$ cat src/rtl/pdm_cic_decimator.sv
// PDM microphone front end: bit-clock generator, 3rd-order CIC decimate-by-64 to 16-bit PCM, show-ahead FIFO.
// Optional one-pole DC-removal stage after saturation is built when PDM_DC_BLOCK_EN is defined.
module pdm_cic_decimator #(
    parameter int CLK_HALF   = 16,
    parameter int FIFO_DEPTH = 4
) (
    input  logic                          clk_100MHz,
    input  logic                          sysreset_n,
    input  logic                          enable,
    input  logic                          pdm_data,
    output logic                          pdm_clk,
    output logic [15:0]                   pcm_data,
    output logic                          pcm_valid,
    input  logic                          pcm_ready,
    output logic [$clog2(FIFO_DEPTH):0]   fifo_level,
    output logic                          overflow,
    input  logic                          ovf_clr
);
    localparam int PW = $clog2(FIFO_DEPTH);
    localparam int LW = PW + 1;
    localparam logic [7:0] DIV_TC = 8'(CLK_HALF - 1);

    logic [7:0]    div_q, div_d;
    logic          pdm_clk_q, pdm_clk_d;
    logic          rise;
    logic [5:0]    dec_q, dec_d;
    logic [19:0]   int1_q, int1_d, int2_q, int2_d, int3_q, int3_d;
    logic [19:0]   cap_q, cap_d;
    logic [19:0]   comb1_q, comb1_d, comb2_q, comb2_d, comb3_q, comb3_d;
    logic [19:0]   dly1_q, dly1_d, dly2_q, dly2_d, dly3_q, dly3_d;
    logic [3:0]    vld_q, vld_d;
    logic [15:0]   sat_out;
    logic          push;
    logic [15:0]   push_data;
    logic [15:0]   mem_q [FIFO_DEPTH];
    logic [15:0]   mem_d [FIFO_DEPTH];
    logic [PW-1:0] wr_q, wr_d, rd_q, rd_d;
    logic [LW-1:0] cnt_q, cnt_d;
    logic          ovf_q, ovf_d;
    logic          full, pop, wr_en;

    function automatic logic [15:0] sat16(input logic signed [19:0] v);
        if (v > 20'sd32767)       sat16 = 16'h7FFF;
        else if (v < -20'sd32768) sat16 = 16'h8000;
        else                      sat16 = v[15:0];
    endfunction

    // vld_q[0] marks a captured decimated sample, vld_q[1..3] the comb stages.
    always_comb begin
        div_d     = div_q;
        pdm_clk_d = pdm_clk_q;
        rise      = 1'b0;
        dec_d     = dec_q;
        int1_d    = int1_q;
        int2_d    = int2_q;
        int3_d    = int3_q;
        cap_d     = cap_q;
        comb1_d   = comb1_q;
        comb2_d   = comb2_q;
        comb3_d   = comb3_q;
        dly1_d    = dly1_q;
        dly2_d    = dly2_q;
        dly3_d    = dly3_q;
        vld_d     = '0;
        if (!enable) begin
            div_d     = '0;
            pdm_clk_d = 1'b0;
            dec_d     = '0;
            int1_d    = '0;
            int2_d    = '0;
            int3_d    = '0;
            cap_d     = '0;
            comb1_d   = '0;
            comb2_d   = '0;
            comb3_d   = '0;
            dly1_d    = '0;
            dly2_d    = '0;
            dly3_d    = '0;
        end else begin
            if (div_q == DIV_TC) begin
                div_d     = '0;
                pdm_clk_d = ~pdm_clk_q;
                rise      = ~pdm_clk_q;
            end else begin
                div_d = div_q + 8'd1;
            end
            if (rise) begin
                int1_d = int1_q + (pdm_data ? 20'd1 : 20'hFFFFF);
                int2_d = int2_q + int1_q;
                int3_d = int3_q + int2_q;
                dec_d  = dec_q + 6'd1;
            end
            if (rise && dec_q == 6'd63) begin
                cap_d    = int3_d;
                vld_d[0] = 1'b1;
            end
            if (vld_q[0]) begin
                comb1_d  = cap_q - dly1_q;
                dly1_d   = cap_q;
                vld_d[1] = 1'b1;
            end
            if (vld_q[1]) begin
                comb2_d  = comb1_q - dly2_q;
                dly2_d   = comb1_q;
                vld_d[2] = 1'b1;
            end
            if (vld_q[2]) begin
                comb3_d  = comb2_q - dly3_q;
                dly3_d   = comb2_q;
                vld_d[3] = 1'b1;
            end
        end
    end

    assign sat_out = sat16($signed(comb3_q) >>> 3);

`ifdef PDM_DC_BLOCK_EN
    logic [15:0]        dcx_q, dcx_d;
    logic [17:0]        dcy_q, dcy_d;
    logic               dcv_q, dcv_d;
    logic signed [19:0] dc_acc;

    always_comb begin
        dc_acc = $signed({{4{sat_out[15]}}, sat_out}) - $signed({{4{dcx_q[15]}}, dcx_q})
               + $signed({{2{dcy_q[17]}}, dcy_q}) - ($signed({{2{dcy_q[17]}}, dcy_q}) >>> 8);
        dcx_d  = dcx_q;
        dcy_d  = dcy_q;
        dcv_d  = 1'b0;
        if (!enable) begin
            dcx_d = '0;
            dcy_d = '0;
        end else if (vld_q[3]) begin
            dcx_d = sat_out;
            dcv_d = 1'b1;
            if (dc_acc > 20'sd131071)       dcy_d = 18'h1FFFF;
            else if (dc_acc < -20'sd131072) dcy_d = 18'h20000;
            else                            dcy_d = dc_acc[17:0];
        end
    end

    always_ff @(posedge clk_100MHz or negedge sysreset_n) begin
        if (!sysreset_n) begin
            dcx_q <= '0;
            dcy_q <= '0;
            dcv_q <= 1'b0;
        end else begin
            dcx_q <= dcx_d;
            dcy_q <= dcy_d;
            dcv_q <= dcv_d;
        end
    end

    assign push      = dcv_q;
    assign push_data = sat16($signed({{2{dcy_q[17]}}, dcy_q}));
`else
    assign push      = vld_q[3];
    assign push_data = sat_out;
`endif

    // A push into a full FIFO still lands if the head is popped in the same cycle.
    always_comb begin
        full  = (cnt_q == LW'(FIFO_DEPTH));
        pop   = (cnt_q != '0) && pcm_ready;
        wr_en = push && (!full || pop);
        mem_d = mem_q;
        wr_d  = wr_q;
        rd_d  = rd_q;
        cnt_d = cnt_q;
        ovf_d = ovf_q & ~ovf_clr;
        if (wr_en) begin
            mem_d[wr_q] = push_data;
            wr_d        = wr_q + PW'(1);
        end
        if (push && full && !pop) ovf_d = 1'b1;
        if (pop) rd_d = rd_q + PW'(1);
        case ({wr_en, pop})
            2'b10:   cnt_d = cnt_q + LW'(1);
            2'b01:   cnt_d = cnt_q - LW'(1);
            default: cnt_d = cnt_q;
        endcase
    end

    always_ff @(posedge clk_100MHz or negedge sysreset_n) begin
        if (!sysreset_n) begin
            div_q     <= '0;
            pdm_clk_q <= 1'b0;
            dec_q     <= '0;
            int1_q    <= '0;
            int2_q    <= '0;
            int3_q    <= '0;
            cap_q     <= '0;
            comb1_q   <= '0;
            comb2_q   <= '0;
            comb3_q   <= '0;
            dly1_q    <= '0;
            dly2_q    <= '0;
            dly3_q    <= '0;
            vld_q     <= '0;
            for (int i = 0; i < FIFO_DEPTH; i++) mem_q[i] <= '0;
            wr_q      <= '0;
            rd_q      <= '0;
            cnt_q     <= '0;
            ovf_q     <= 1'b0;
        end else begin
            div_q     <= div_d;
            pdm_clk_q <= pdm_clk_d;
            dec_q     <= dec_d;
            int1_q    <= int1_d;
            int2_q    <= int2_d;
            int3_q    <= int3_d;
            cap_q     <= cap_d;
            comb1_q   <= comb1_d;
            comb2_q   <= comb2_d;
            comb3_q   <= comb3_d;
            dly1_q    <= dly1_d;
            dly2_q    <= dly2_d;
            dly3_q    <= dly3_d;
            vld_q     <= vld_d;
            mem_q     <= mem_d;
            wr_q      <= wr_d;
            rd_q      <= rd_d;
            cnt_q     <= cnt_d;
            ovf_q     <= ovf_d;
        end
    end

    assign pdm_clk    = pdm_clk_q;
    assign pcm_valid  = (cnt_q != '0);
    assign pcm_data   = pcm_valid ? mem_q[rd_q] : '0;
    assign fifo_level = cnt_q;
    assign overflow   = ovf_q;

endmodule

$ cat config.mk
export PLATFORM = sky130hd
export DESIGN_NAME = pdm_cic_decimator
export DESIGN_NICKNAME = d
export VERILOG_FILES = /design/src/rtl/pdm_cic_decimator.sv
export SDC_FILE = /design/constraint.sdc
export NUM_CORES = 1
export LEC_CHECK = 0
export BUFFER_PORTS_ARGS = -buffer_cell sky130_fd_sc_hd__buf_2
export CAP_MARGIN = 20
export CORE_MARGIN = 5
export CORE_UTILIZATION = 45
export DETAILED_ROUTE_END_ITERATION = 10
export GPL_TIMING_DRIVEN = 0
export PLACE_DENSITY_LB_ADDON = 0.15
export SLEW_MARGIN = 20
export SYNTH_ARGS = -nofsm -noshare
export SYNTH_HDL_FRONTEND = slang
export SYNTH_SLANG_ARGS = --single-unit
export TNS_END_PERCENT = 20
$ cat constraint.sdc
create_clock -name clk_100MHz -period 3.2 [get_ports clk_100MHz]
set_clock_uncertainty 0.15 [all_clocks]
set_input_delay 0.64 -clock clk_100MHz [delete_from_list [all_inputs] [get_ports clk_100MHz]]
set_output_delay 0.64 -clock clk_100MHz [all_outputs]
set_load 0.005 [all_outputs]
# ---- Word-level counts from Yosys, hierarchy flattened
# Index checks and enable logic that the tools add are counted.
dict set report word_totals {
  wordCells 111
  output_inout_bits 22
  regBits 291
}
dict set report classes {
  n_bitwise 5
  reduce_logical 11
  n_addsub 12
  n_mux 45
  n_lt_le_gt_ge 5
  eq_ne 11
}
# operator n
set op_table {}
lappend op_table {{$mux 20} 21}
lappend op_table {{$mux 16} 6}
lappend op_table {{$bwmux 64} 1}
lappend op_table {{$add 20x20->20} 3}
lappend op_table {{$sub 20x20->20} 3}
lappend op_table {{$bmux 16 s2} 1}
lappend op_table {{$demux 16 s2} 1}
lappend op_table {{$gt 17x16->1 const B} 1}
lappend op_table {{$lt 17x16->1 const B} 1}
lappend op_table {{$mux 8} 2}
lappend op_table {{$mux 6} 2}
lappend op_table {{$ne 2x1->1 const B} 6}
lappend op_table {{$mux 1} 9}
lappend op_table {{$add 8x1->8 const B} 1}
lappend op_table {{$eq 8x4->1 const B} 1}
lappend op_table {{$add 6x1->6 const B} 1}
lappend op_table {{$eq 6x6->1 const B} 1}
lappend op_table {{$ge 3x3->1 const B} 2}
lappend op_table {{$logic_and 1x1->1} 6}
lappend op_table {{$not 2->3} 2}
lappend op_table {{$pmux 3 s2} 1}
lappend op_table {{$add 2x1->2 const B} 2}
lappend op_table {{$mux 4} 1}
lappend op_table {{$add 3x1->3 const B} 1}
lappend op_table {{11 further kinds} 13}

# ---- Logic depth before layout (Yosys ltp)
# Gate-level depths: netlist of the first run.
dict set report depth {
  depth_word 6
  mapped_depth 12
  mapped_depth_nobuf 12
}

# ---- Worst setup path after synthesis of the first run
# OpenSTA, ideal clock, no wires.
dict set report synth_timing {
  path_kind {input port to flip-flop}
  startpoint {input pdm_data}
  endpoint {register int1_q[18]}
  required_time_ns 2.917
  stages 10
  arrival_time_ns 2.761
  slack_ns 0.155
  setup_ns 0.133
  path_cell_list {inv_1 ha_1 nor2b_1 o21ai_1 a21boi_1 o32ai_2 o221ai_1 a221oi_2 or4_1 o211ai_1}
}
dict set report synth_via {
  elab_chain_len 4
}
# element line
set synth_rtl {}
lappend synth_rtl {{start, declared} 10} ;# input logic pdm_data,
lappend synth_rtl {{$mux 20} 88} ;# int1_d = int1_q + (pdm_data ? 20'd1 : 20'hFFFFF);
lappend synth_rtl {{$add 20x20->20} 88}
lappend synth_rtl {{$mux 20} 87} ;# if (rise) begin
lappend synth_rtl {{$mux 20} 65} ;# if (!enable) begin
lappend synth_rtl {{end signal, assigned} 208} ;# int1_q <= int1_d;
lappend synth_rtl {{end, declared} 27} ;# logic [19:0] int1_q, int1_d, int2_q, int2_d, int3_q, int3_d;
# No other way between the ends. The select of a mux whose other input is x is not followed.
# A chain may end at the register's enable or synchronous reset.

# ---- Final worst setup path of the first run
dict set report layout_timing {
  startpoint {input enable}
  endpoint {register dec_q[3]}
}
dict set report layout_via {
  elab_chain_len 1
  elab_cells_between_ends 2
  classes_between {eq/ne (1); mux (1)}
}
# element line
set layout_rtl {}
lappend layout_rtl {{start, declared} 9} ;# input logic enable,
lappend layout_rtl {{$ne 2x1->1 (no source line) or $mux 6 (tied branches)} n/a}
lappend layout_rtl {{end signal, assigned} 187} ;# dec_q <= '0;
lappend layout_rtl {{end signal, assigned} 207} ;# dec_q <= dec_d;
lappend layout_rtl {{end, declared} 26} ;# logic [5:0] dec_q, dec_d;
# Parallel ways exist; a longest one is shown, timed or not.

==> flow_metrics.py, run 1 <==
metrics = {
    "outcome": {
        "outcome": "finished clean",
    },
    "min_path": {
        "hold_end": "overflow",
        "worstHoldPathType": "input pin to register",
        "min_from": "ovf_clr",
        "min_path_cells": 2,
    },
    "grt": {
        "grt.total_usage_pct": 21.2,
        "grt-ovfl-total": 0,
        "antenna_found_initial": 1,
        "grt_start_max_net_pins": 101,
        "grt_pass1_wl_mm": 75.5,
        "grt_pass1_vias": 14010,
    },
    "place": {
        "dp_hpwl_mm": 33.2,
        "dp.cells": 2434,
        "gp_congestion": 0.920,
        "numPortBuffers": 26,
    },
    "worst_setup_path": {
        "required_ns": 3.41,
        "r2r_start": "comb1_q[0]",
        "setup.worst_path.end_class": "register",
        "cp_cell_sequence": "clkbuf_1 > clkinv_1 > clkbuf_1 > clkbuf_1 > buf_1 > nor2_1",
        "crit_fanout": 10,
        "cp_slowest_cell": "buf_1",
        "worstSetupPathType": "input pin to register",
        "start_kind": "input pin",
        "r2r-end": "comb2_q[18]",
        "cpMostUsedCell": "clkbuf_1",
        "worstRegToRegCells": 12,
        "cp.arrival_ns": 3.33,
        "cp_slowest_stage_delay_ns": 0.77,
        "reg2reg_slack_ns": 0.21,
    },
    "routing": {
        "wl_per_cell_um": 18.5,
        "drt_wl_total_mm": 46.3,
        "drc_errors": 0,
        "ant_nets": 0,
        "dr.pass1.iters": 5,
        "via_count": 14069,
        "drt-initial-drc-count": 813,
        "vias_per_cell": 5.62,
    },
    "cells_and_area": {
        "nets": 2089,
        "layout.cells.non_filler": 2502,
        "area_delta_synth_final_pct": 12.0,
        "layout_commonest_cell": "dfrtp_1",
        "fillerInstances": 3604,
        "layout_common_cells": "dfrtp_1 (288), nand2_1 (217), nor2_1 (161)",
        "drive_gt1_share_pct": 8.22,
        "n_antenna_cell": 0,
    },
    "power_and_ir_drop": {
        "leakagePower_uw": 0.00892,
        "p_per_area_nw_per_um2": 399,
        "ir_drop_mv": 0.343,
    },
    "clocking": {
        "clock_sinks": 288,
        "clockBufferDepth": 3,
        "worstSkewPairLatency_ns": 0.53,
        "cts_buffers": 35,
        "htreeDepth": 2,
        "cts_root_buf": "clkbuf_16",
        "cts_tree": "built",
        "clkTransAtPathRegs_ns": 0.05,
    },
    "die": {
        "die_height_um": 208,
        "fp.coreArea_um2": 38600,
        "design.die.area_um2": 43100,
        "fp-row-count": 72,
        "io-pin-count": 28,
        "start_util_pct": 45.5,
        "die_w_um": 208,
    },
    "synth": {
        "async_flop_share_pct": 100,
        "syn_avg_cell_area_um2": 9.33,
        "synth-main-ff-cell": "dfrtp_1",
        "synthDistinctLibCells": 85,
        "synth-edff-count": 0,
        "yosys_warnings": 0,
        "ys_seq_area_share_pct": 41.0,
        "synth_area_um2": 17600,
        "synth_nets": 2017,
        "ys_ff_latch": 288,
        "syn_inst": 1886,
    },
    "timing": {
        "finalHoldViolations": 0,
        "fin_crit_ns": 3.13,
        "setup_violations": 0,
        "fmax_mhz": 320,
        "grt_setup_unrepaired": "true",
        "min_period_over_period_pct": 97.7,
        "worst_pin_slew_ns": 0.964,
        "fin_hold_ws_ns": 0.169,
        "finalSetupTns_ns": 0,
        "relSlewSlack_pct": 35.7,
        "slew_violations": 0,
    },
    "run": {
        "maxCapViolCount": 0,
    },
}
==> flip-flops by register name (all words and copies together), names as in the netlist <==
name        cells
mem_q          64
cap_q          20
comb1_q        20
comb2_q        20
dly1_q         20
dly2_q         20
dly3_q         20
int1_q         20
int2_q         20
int3_q         20
comb3_q        17
div_q           8
dec_q           6
vld_q           4
fifo_level      3
rd_q            2
wr_q            2
overflow        1
pdm_clk         1
==> routing by layer <==
metal | vias to the layer above | global-route usage (%) | routed length, um
met2 | 305 | 35.3 | 21900
li1 | 6806 | - | -
met5 | - | 0 | 0
met4 | 0 | 6.02 | 1190
met1 | 6879 | 28.9 | 21200
met3 | 79 | 3.55 | 1970
==> worst max path at each step <==
stage / endpoint / start
4_1_cts: pcm_data[12] / rd_q[1]
3_3_place_gp: dly1_q[2] / sysreset_n
6_report: dec_q[3] / enable
2_1_floorplan: int1_q[18] / pdm_data
5_1_grt: dec_q[3] / enable
3_5_place_dp: int1_q[18] / pdm_data
==> synth_stat cells (4+ instances only) <==
library cell	instances	share of area, %
a211oi_1	17	0.73
a21boi_1	5	0.21
a21o_1	48	2.0
a21oi_1	115	3.3
a31oi_1	15	0.53
and2_1	25	0.89
and3_1	12	0.43
buf_1	12	0.26
buf_2	13	0.37
clkbuf_1	67	1.4
dfrtp_1	288	41
fa_1	6	0.68
ha_1	119	8.5
inv_1	100	2.1
mux2_1	5	0.32
mux2_2	9	0.58
mux2i_1	102	5.8
mux4_2	16	2.0
nand2_1	217	4.6
nand2b_1	15	0.53
nand3_1	59	1.7
nand3b_1	5	0.21
nand4_1	18	0.64
nand4b_1	8	0.40
nor2_1	161	3.4
nor2b_1	14	0.50
nor3_1	9	0.26
nor4_1	4	0.14
o211ai_1	15	0.64
o21a_1	14	0.60
o21ai_0	135	3.8
o21ai_1	22	0.63
o21bai_1	13	0.55
o221ai_1	5	0.25
o22ai_1	7	0.25
o31ai_1	8	0.34
or3_1	17	0.60
xnor2_1	57	2.8
xor2_1	35	1.7
==> cells by family (layout without fill, tap and decap cells) <==
logic type | Yosys count | count (layout) | synth area share, %
AO/OA/AOI/OAI | 467 | 467 | 16.7
XOR/XNOR | 92 | 92 | 4.58
adder cells (fa/ha/maj) | 125 | 125 | 9.15
buffers and inverters | 194 | 292 | 4.28
flip-flops | 288 | 288 | 41.0
multiplexers | 132 | 132 | 8.75
AND/OR/NAND/NOR | 588 | 588 | 15.5
==> layout make-up <==
cell class	count	area, um^2	share of cell area, %
Tap cell	518	648	3.29
Inverter	101	383	1.94
Clock buffer	50	992	5.04
Clock inverter	13	154	0.781
Buffer	93	384	1.95
Sequential cell	288	7210	36.6
Multi-Input combinational cell	1404	9640	49.0
Timing Repair Buffer	35	287	1.45
==> what timing repair did <==
action,CTS,global route
resized for setup,4,12
hold buffers,1,0
buffers inserted,3,1
pin swaps,0,3
endpoints found under the setup margin,21,27
endpoints found under the hold margin,36,0
==> worst max-delay path, delay by kind of cell <==
family	cells	cell delay (ns)
buffers and inverters	5	2.56
AND/OR/NAND/NOR	1	0.12
==> metrics by stage <==
step | util (%) | area (um^2) | setup slack (ns) | power (uW)
after detailed placement | 47.8 | 18500 | -0.653 | 3950
after global placement | 47.5 | 18400 | -4.13 | 3940
after CTS | 50.9 | 19700 | 0.0300 | 7970
after global routing | 51.0 | 19700 | -0.0205 | 8150
after floorplan | - | 17600 | 0.155 | 3800
final | 51.0 | 19700 | 0.0736 | 7870
==> power breakdown <==
group / internal [uW] / total [uW] / switching, uW
sequential: 3650 / 3650 / 2.30
combinational: 49.4 / 240 / 191
clock: 2410 / 3980 / 1570
total: 6100 / 7870 / 1760
Power figures use the tool's default switching activity.
==> run 2: changes to the inputs <==
--- a/config.mk
+++ b/config.mk
@@ -12,7 +12,6 @@
 export DETAILED_ROUTE_END_ITERATION = 10
 export GPL_TIMING_DRIVEN = 0
 export PLACE_DENSITY_LB_ADDON = 0.15
-export SLEW_MARGIN = 20
 export SYNTH_ARGS = -nofsm -noshare
 export SYNTH_HDL_FRONTEND = slang
 export SYNTH_SLANG_ARGS = --single-unit
==> constraint.sdc (replaced) <==
create_clock -name clk_100MHz -period 3.6 [get_ports clk_100MHz]
set_clock_uncertainty 0.15 [all_clocks]
set_input_delay 0.18 -clock clk_100MHz [delete_from_list [all_inputs] [get_ports clk_100MHz]]
set_output_delay 0.18 -clock clk_100MHz [all_outputs]
set_load 0.005 [all_outputs]
==> run 2 against run 1 <==
Effect of this change:
- final area decreased by 0.66%
- sequential cell count unchanged
- setup slack improved by 0.28 ns
- register-to-register slack improved by 0.14 ns
- power decreased by 14%
==> flow_metrics.py, run 2 (synthesis gave the netlist of run 1 again) <==
metrics = {
    "outcome": {
        "outcome": "finished clean",
    },
    "power_and_ir_drop": {
        "intPower_uw": 5260,
        "p_per_area_nw_per_um2": 347,
        "p_seq_share_pct": 47.7,
        "leakagePower_uw": 0.00885,
        "pwr-share-comb_pct": 3.0,
        "power_switching_uw": 1540,
        "clock_power_share_pct": 49.2,
        "ir_drop_mv": 0.285,
        "switching_share_pct": 22.6,
    },
    "clocking": {
        "clock_sinks": 288,
        "clkTransAtPathRegs_ns": 0.06,
        "cts_buffers": 34,
        "htreeDepth": 2,
        "cts_root_buf": "clkbuf_16",
        "clockBufferDepth": 3,
        "cts_tree": "built",
        "postCtsSetupRepairBufs": 0,
        "worstSkewPairLatency_ns": 0.52,
    },
    "die": {
        "design.die.area_um2": 43100,
        "die_w_um": 208,
        "fp.coreArea_um2": 38600,
        "die_height_um": 208,
        "fp-row-count": 72,
        "start_util_pct": 45.5,
        "io-pin-count": 28,
    },
    "timing": {
        "grt_setup_unrepaired": "false",
        "fmax_mhz": 308,
        "slew_violations": 0,
        "min_period_over_period_pct": 90.2,
        "setup_violations": 0,
        "finalHoldViolations": 0,
        "setup_ws_ns": 0.353,
        "fin_crit_ns": 3.25,
        "relSlewSlack_pct": 32.2,
        "worst_pin_slew_ns": 1.02,
    },
    "cells_and_area": {
        "layout.cells.non_filler": 2496,
        "n_antenna_cell": 0,
        "layout_common_cells": "dfrtp_1 (288), nand2_1 (217), nor2_1 (161)",
        "drive_gt1_share_pct": 7.33,
        "area_delta_synth_final_pct": 11.2,
        "layout_commonest_cell": "dfrtp_1",
        "final_area_um2": 19600,
        "largest_register_ffs": 64,
        "top_register": "mem_q",
        "fin_util_pct": 50.6,
        "nets": 2086,
        "fillerInstances": 3562,
    },
    "grt": {
        "grt_pass1_wl_mm": 74.8,
        "grt_pass1_vias": 13771,
        "grt_start_max_net_pins": 120,
        "antenna_found_initial": 1,
        "grt-ovfl-total": 0,
        "grt.total_usage_pct": 21.0,
    },
    "worst_setup_path": {
        "worstSetupPathType": "register to register",
        "start_kind": "register",
        "cp.arrival_ns": 3.52,
        "reg2reg_slack_ns": 0.35,
        "r2r-end": "int3_q[8]",
        "required_ns": 3.87,
        "cpMostUsedCell": "clkbuf_1",
        "setup.worst_path.end_class": "register",
        "cp_slowest_cell": "clkbuf_1",
        "cp_cell_sequence": "ha_1 > and3_1 > nand2_2 > or2_1 > buf_2 > clkbuf_1 > clkbuf_1 > nand3_1 > o31ai_1",
        "cp_slowest_stage_delay_ns": 0.59,
        "crit_fanout": 10,
        "r2r_start": "div_q[0]",
        "worstRegToRegCells": 9,
    },
    "place": {
        "gp_congestion": 0.920,
        "numPortBuffers": 26,
        "dp_hpwl_mm": 33.0,
        "dp.cells": 2433,
        "dp_slack_ns": 0.238,
        "place_area_um2": 18400,
    },
    "routing": {
        "ant_nets": 0,
        "vias_per_cell": 5.58,
        "dr.pass1.iters": 5,
        "drc_errors": 0,
        "wl_per_cell_um": 18.4,
        "via_count": 13930,
        "drt-initial-drc-count": 958,
        "drt_wl_total_mm": 45.9,
    },
    "run": {
        "maxCapViolCount": 0,
    },
    "min_path": {
        "min_from": "pdm_data",
        "worstHoldPathType": "input pin to register",
        "hold_end": "int1_q[1]",
        "min_path_cells": 3,
    },
}
[run 2: changes by cell type in the layout (fill, tap and decap cells not counted), moves of 2 or more]
cell | previous run | this run
buf_4 | 4 | 0
inv_6 | 3 | 0
bufinv_16 | 3 | 0
clkbuf_2 | 5 | 0
buf_2 | 36 | 38
clkbuf_1 | 70 | 76
dlygate4sd3_1 | 1 | 4
clkbuf_16 | 35 | 37
clkinv_2 | 6 | 4
[run 2: how the worst max path moves through the flow]
stage / startpoint / to / slack (ns)
after floorplan: cap_q[0] / comb1_q[16] / 0.78
after global placement: sysreset_n / dly1_q[2] / -3.27
after detailed placement: pdm_data / int1_q[18] / 0.24
after CTS: div_q[0] / int3_q[8] / 0.36
after global routing: div_q[0] / int2_q[10] / 0.19
final: div_q[0] / int3_q[8] / 0.35
[run 2: through the flow]
step | TNS (ns) | power (uW) | hold WS, ns
after floorplan | 0 | 3380 | -0.266
after detailed placement | 0 | 3510 | -0.00117
after global placement | -927.66 | 3500 | 0.217
final | 0 | 6790 | 0.0124
after CTS | 0 | 6890 | 0.00862
after global routing | 0 | 7030 | 0.0419
[run 2: critical path, delay by kind of cell, from the launching register on]
kind / cells / cell delay, ns
buffers and inverters: 3 / 1.45
AND/OR/NAND/NOR: 4 / 0.82
flip-flops: 1 / 0.40
AO/OA/AOI/OAI: 1 / 0.10
adder cells (fa/ha/maj): 1 / 0.23
[run 2: layer usage]
layer / track usage, % / wire, um / up-vias
met1: 29.2 / 21300 / 6762
met5: 0 / 0 / -
met4: 5.46 / 1060 / 0
li1: - / - / 6784
met3: 2.83 / 1810 / 77
met2: 35.1 / 21700 / 307
[run 2: what timing repair did]
action | CTS | global route
hold buffers | 4 | 0
endpoints found under the hold margin | 138 | 0
resized for setup | 0 | 0
[run 2: power by group through the flow]
stage / Sequential [uW] / Clock (uW) / Combinational (uW)
after floorplan: 3300 / 0 / 75.0
after global placement: 3300 / 0 / 196
after detailed placement: 3300 / 0 / 209
after CTS: 3240 / 3430 / 212
after global routing: 3240 / 3560 / 232
final: 3240 / 3350 / 206
[run 2: final cells by class]
| cell class | instances | area [um^2] | area share [%] |
|---|---|---|---|
| plain buffers | 93 | 373 | 1.91 |
| clock buffers | 51 | 1030 | 5.26 |
| clock inverters | 8 | 51.3 | 0.262 |
| inverters | 101 | 379 | 1.94 |
| multi-input cells | 1404 | 9630 | 49.2 |
| flip-flops and latches | 288 | 7210 | 36.8 |
| well taps | 518 | 648 | 3.31 |
| repair buffers | 33 | 250 | 1.28 |
==> run 3: changes to the inputs <==
--- a/config.mk
+++ b/config.mk
@@ -5,6 +5,7 @@
 export SDC_FILE = /design/constraint.sdc
 export NUM_CORES = 1
 export LEC_CHECK = 0
+export ABC_AREA = 1
 export BUFFER_PORTS_ARGS = -buffer_cell sky130_fd_sc_hd__buf_2
 export CAP_MARGIN = 20
 export CORE_MARGIN = 5
==> run 3 against run 2 <==
Effect of this change:
- count of clock-buffer cells in the layout down 5
- setup slack improved by 0.45 ns
- sequential cell count stayed put
- fmax up 16%
- area after synthesis rose by 1.3%
- synthesized cell count grew 29%
- critical path type is now register to output pin
- critical path depth fell by 2
==> flow_metrics.py, run 3 <==
metrics = {
    "place": {
        "place_area_um2": 18700,
        "gp_congestion": 0.863,
        "dp.cells": 2977,
        "dp_slack_ns": 0.978,
        "dp_hpwl_mm": 34.9,
        "numPortBuffers": 27,
    },
    "routing": {
        "wl_per_cell_um": 15.2,
        "drt_wl_total_mm": 46.4,
        "via_count": 15849,
        "drc_errors": 0,
        "vias_per_cell": 5.20,
        "drt-initial-drc-count": 963,
        "ant_nets": 0,
        "dr.pass1.iters": 6,
    },
    "grt": {
        "grt_start_max_net_pins": 121,
        "grt_pass1_wl_mm": 77.9,
        "grt_pass1_vias": 15637,
        "antenna_found_initial": 0,
        "grt.total_usage_pct": 21.2,
        "grt-ovfl-total": 0,
    },
    "worst_setup_path": {
        "r2r-end": "cap_q[16]",
        "r2r_start": "int2_q[0]",
        "worstRegToRegCells": 15,
        "reg2reg_slack_ns": 1.09,
        "start_kind": "register",
        "required_ns": 3.27,
        "crit_fanout": 10,
        "cp.arrival_ns": 2.47,
        "setup.worst_path.end_class": "output pin",
        "worstSetupPathType": "register to output pin",
    },
    "synth": {
        "synth-main-ff-cell": "dfrtp_1",
        "synth_nets": 2561,
        "async_flop_share_pct": 100,
        "yosys_warnings": 0,
        "syn_avg_cell_area_um2": 7.33,
        "synthDistinctLibCells": 44,
        "synth.most_common_cell": "nand2_1",
        "synth_area_um2": 17800,
        "synth_area_leaders": "dfrtp_1 (40%), nand2_1 (16%), ha_1 (8.4%), inv_1 (6.6%), o21ai_0 (6.3%)",
        "ys_ff_latch": 288,
        "synth_top_area_share_pct": 40.5,
        "syn_inst": 2430,
        "ys_seq_area_share_pct": 40.5,
        "synth-edff-count": 0,
        "synthTopCellsByCount": "nand2_1 (737), inv_1 (313), dfrtp_1 (288)",
        "yosys.area.top_type": "dfrtp_1",
    },
    "min_path": {
        "worstHoldPathType": "register to register",
        "min_path_cells": 2,
        "min_from": "mem_q[11]",
        "hold_end": "mem_q[11]",
    },
    "timing": {
        "setup_violations": 0,
        "fmax_mhz": 357,
        "min_period_over_period_pct": 77.8,
        "finalHoldViolations": 0,
        "grt_setup_unrepaired": "false",
        "fin_crit_ns": 2.80,
        "worst_pin_slew_ns": 0.688,
        "setup_ws_ns": 0.800,
        "slew_violations": 0,
        "relSlewSlack_pct": 53.9,
    },
    "cells_and_area": {
        "area_delta_synth_final_pct": 11.8,
        "fillerInstances": 3866,
        "n_antenna_cell": 0,
        "fin_util_pct": 51.2,
        "layout_commonest_cell": "nand2_1",
        "layout_common_cells": "nand2_1 (737), inv_1 (313), dfrtp_1 (288)",
        "top_register": "mem_q",
        "layout.cells.non_filler": 3048,
        "largest_register_ffs": 64,
        "nets": 2635,
        "drive_gt1_share_pct": 5.49,
        "final_area_um2": 19900,
    },
    "power_and_ir_drop": {
        "leakagePower_uw": 0.0107,
        "power_switching_uw": 2230,
        "intPower_uw": 5720,
        "switching_share_pct": 28.1,
        "ir_drop_mv": 0.326,
        "p_seq_share_pct": 41.5,
        "clock_power_share_pct": 44.7,
        "p_per_area_nw_per_um2": 399,
        "p_total_uw": 7950,
        "pwr-share-comb_pct": 13.8,
    },
    "run": {
        "maxCapViolCount": 0,
    },
    "clocking": {
        "cts_buffers": 35,
        "clockBufferDepth": 3,
        "postCtsSetupRepairBufs": 0,
        "worstSkewPairLatency_ns": 0.56,
        "cts_tree": "built",
        "clock_sinks": 288,
        "htreeDepth": 2,
        "clkTransAtPathRegs_ns": 0.06,
        "cts_root_buf": "clkbuf_16",
    },
    "die": {
        "die_w_um": 209,
        "io-pin-count": 28,
        "fp.coreArea_um2": 38900,
        "start_util_pct": 45.8,
        "die_height_um": 209,
        "design.die.area_um2": 43700,
        "fp-row-count": 72,
    },
    "outcome": {
        "outcome": "finished clean",
    },
}
run 3: through the flow:
| stage | hold slack [ns] | TNS, ns |
|---|---|---|
| detailed placement | -0.0242 | 0 |
| floorplan | -0.266 | 0 |
| finish | 0.324 | 0 |
| CTS | 0.326 | 0 |
| global placement | 0.232 | -962.98 |
| global route | 0.339 | 0 |
run 3: area by class of cell:
type,instances,area (um^2),area share [%]
Timing Repair Buffer,37,290,1.46
Multi-Input combinational cell,1763,9110,45.7
Inverter,321,1200,6.05
Sequential cell,288,7210,36.2
Buffer,58,292,1.46
Tap cell,518,648,3.25
Clock inverter,17,189,0.948
Clock buffer,46,977,4.91
run 3: worst max-delay path by stage:
stage | to | startpoint | cells past startpoint | slack (ns)
floorplan | fifo_level[2] | fifo_level[0] | 10 | 1.47
global placement | cap_q[15] | sysreset_n | 1 | -3.40
detailed placement | int1_q[16] | pdm_data | 12 | 0.98
CTS | pcm_data[6] | rd_q[0] | 7 | 0.81
global route | pcm_data[6] | rd_q[0] | 7 | 0.69
finish | pcm_data[6] | rd_q[0] | 7 | 0.80
run 3: cells by family (layout without fill, tap and decap cells):
logic type      count (synthesis)  in the layout  synth area share, %
buf+inv                       379            479                 8.40
fa+ha+maj                     125            125                 9.03
compound gates                534            534                 16.3
xor+xnor                       22             22                 1.08
simple gates                 1082           1082                 24.7
flops                         288            288                 40.5
run 3: critical path, stage by stage (launching register included):
cell	delay, ns
dfrtp_1	0.33
clkbuf_1	0.30
inv_1	0.17
clkbuf_1	0.29
a21oi_1	0.22
o21ai_0	0.12
a21oi_1	0.29
buf_2	0.19
run 3: per-layer routing:
layer	GRT usage (%)	vias up	wire (um)
met3	2.89	106	1590
met5	0	-	0
met2	34.5	290	21300
met1	29.0	7347	21800
met4	8.19	0	1670
li1	-	8106	-
run 3: power groups by stage:
stage | Sequential (uW) | Combinational, uW | Clock, uW
after global placement | 3350 | 1060 | 0
after floorplan | 3350 | 571 | 0
after global routing | 3300 | 1210 | 3780
after CTS | 3300 | 1090 | 3660
after detailed placement | 3360 | 1080 | 0
final | 3300 | 1090 | 3560
run 3: repair_timing:
action                                 in CTS  in global routing
endpoints found under the hold margin     191                  0
setup endpoints to repair                   0                  0
hold buffers                                8                  0
gates resized for setup                     0                  0
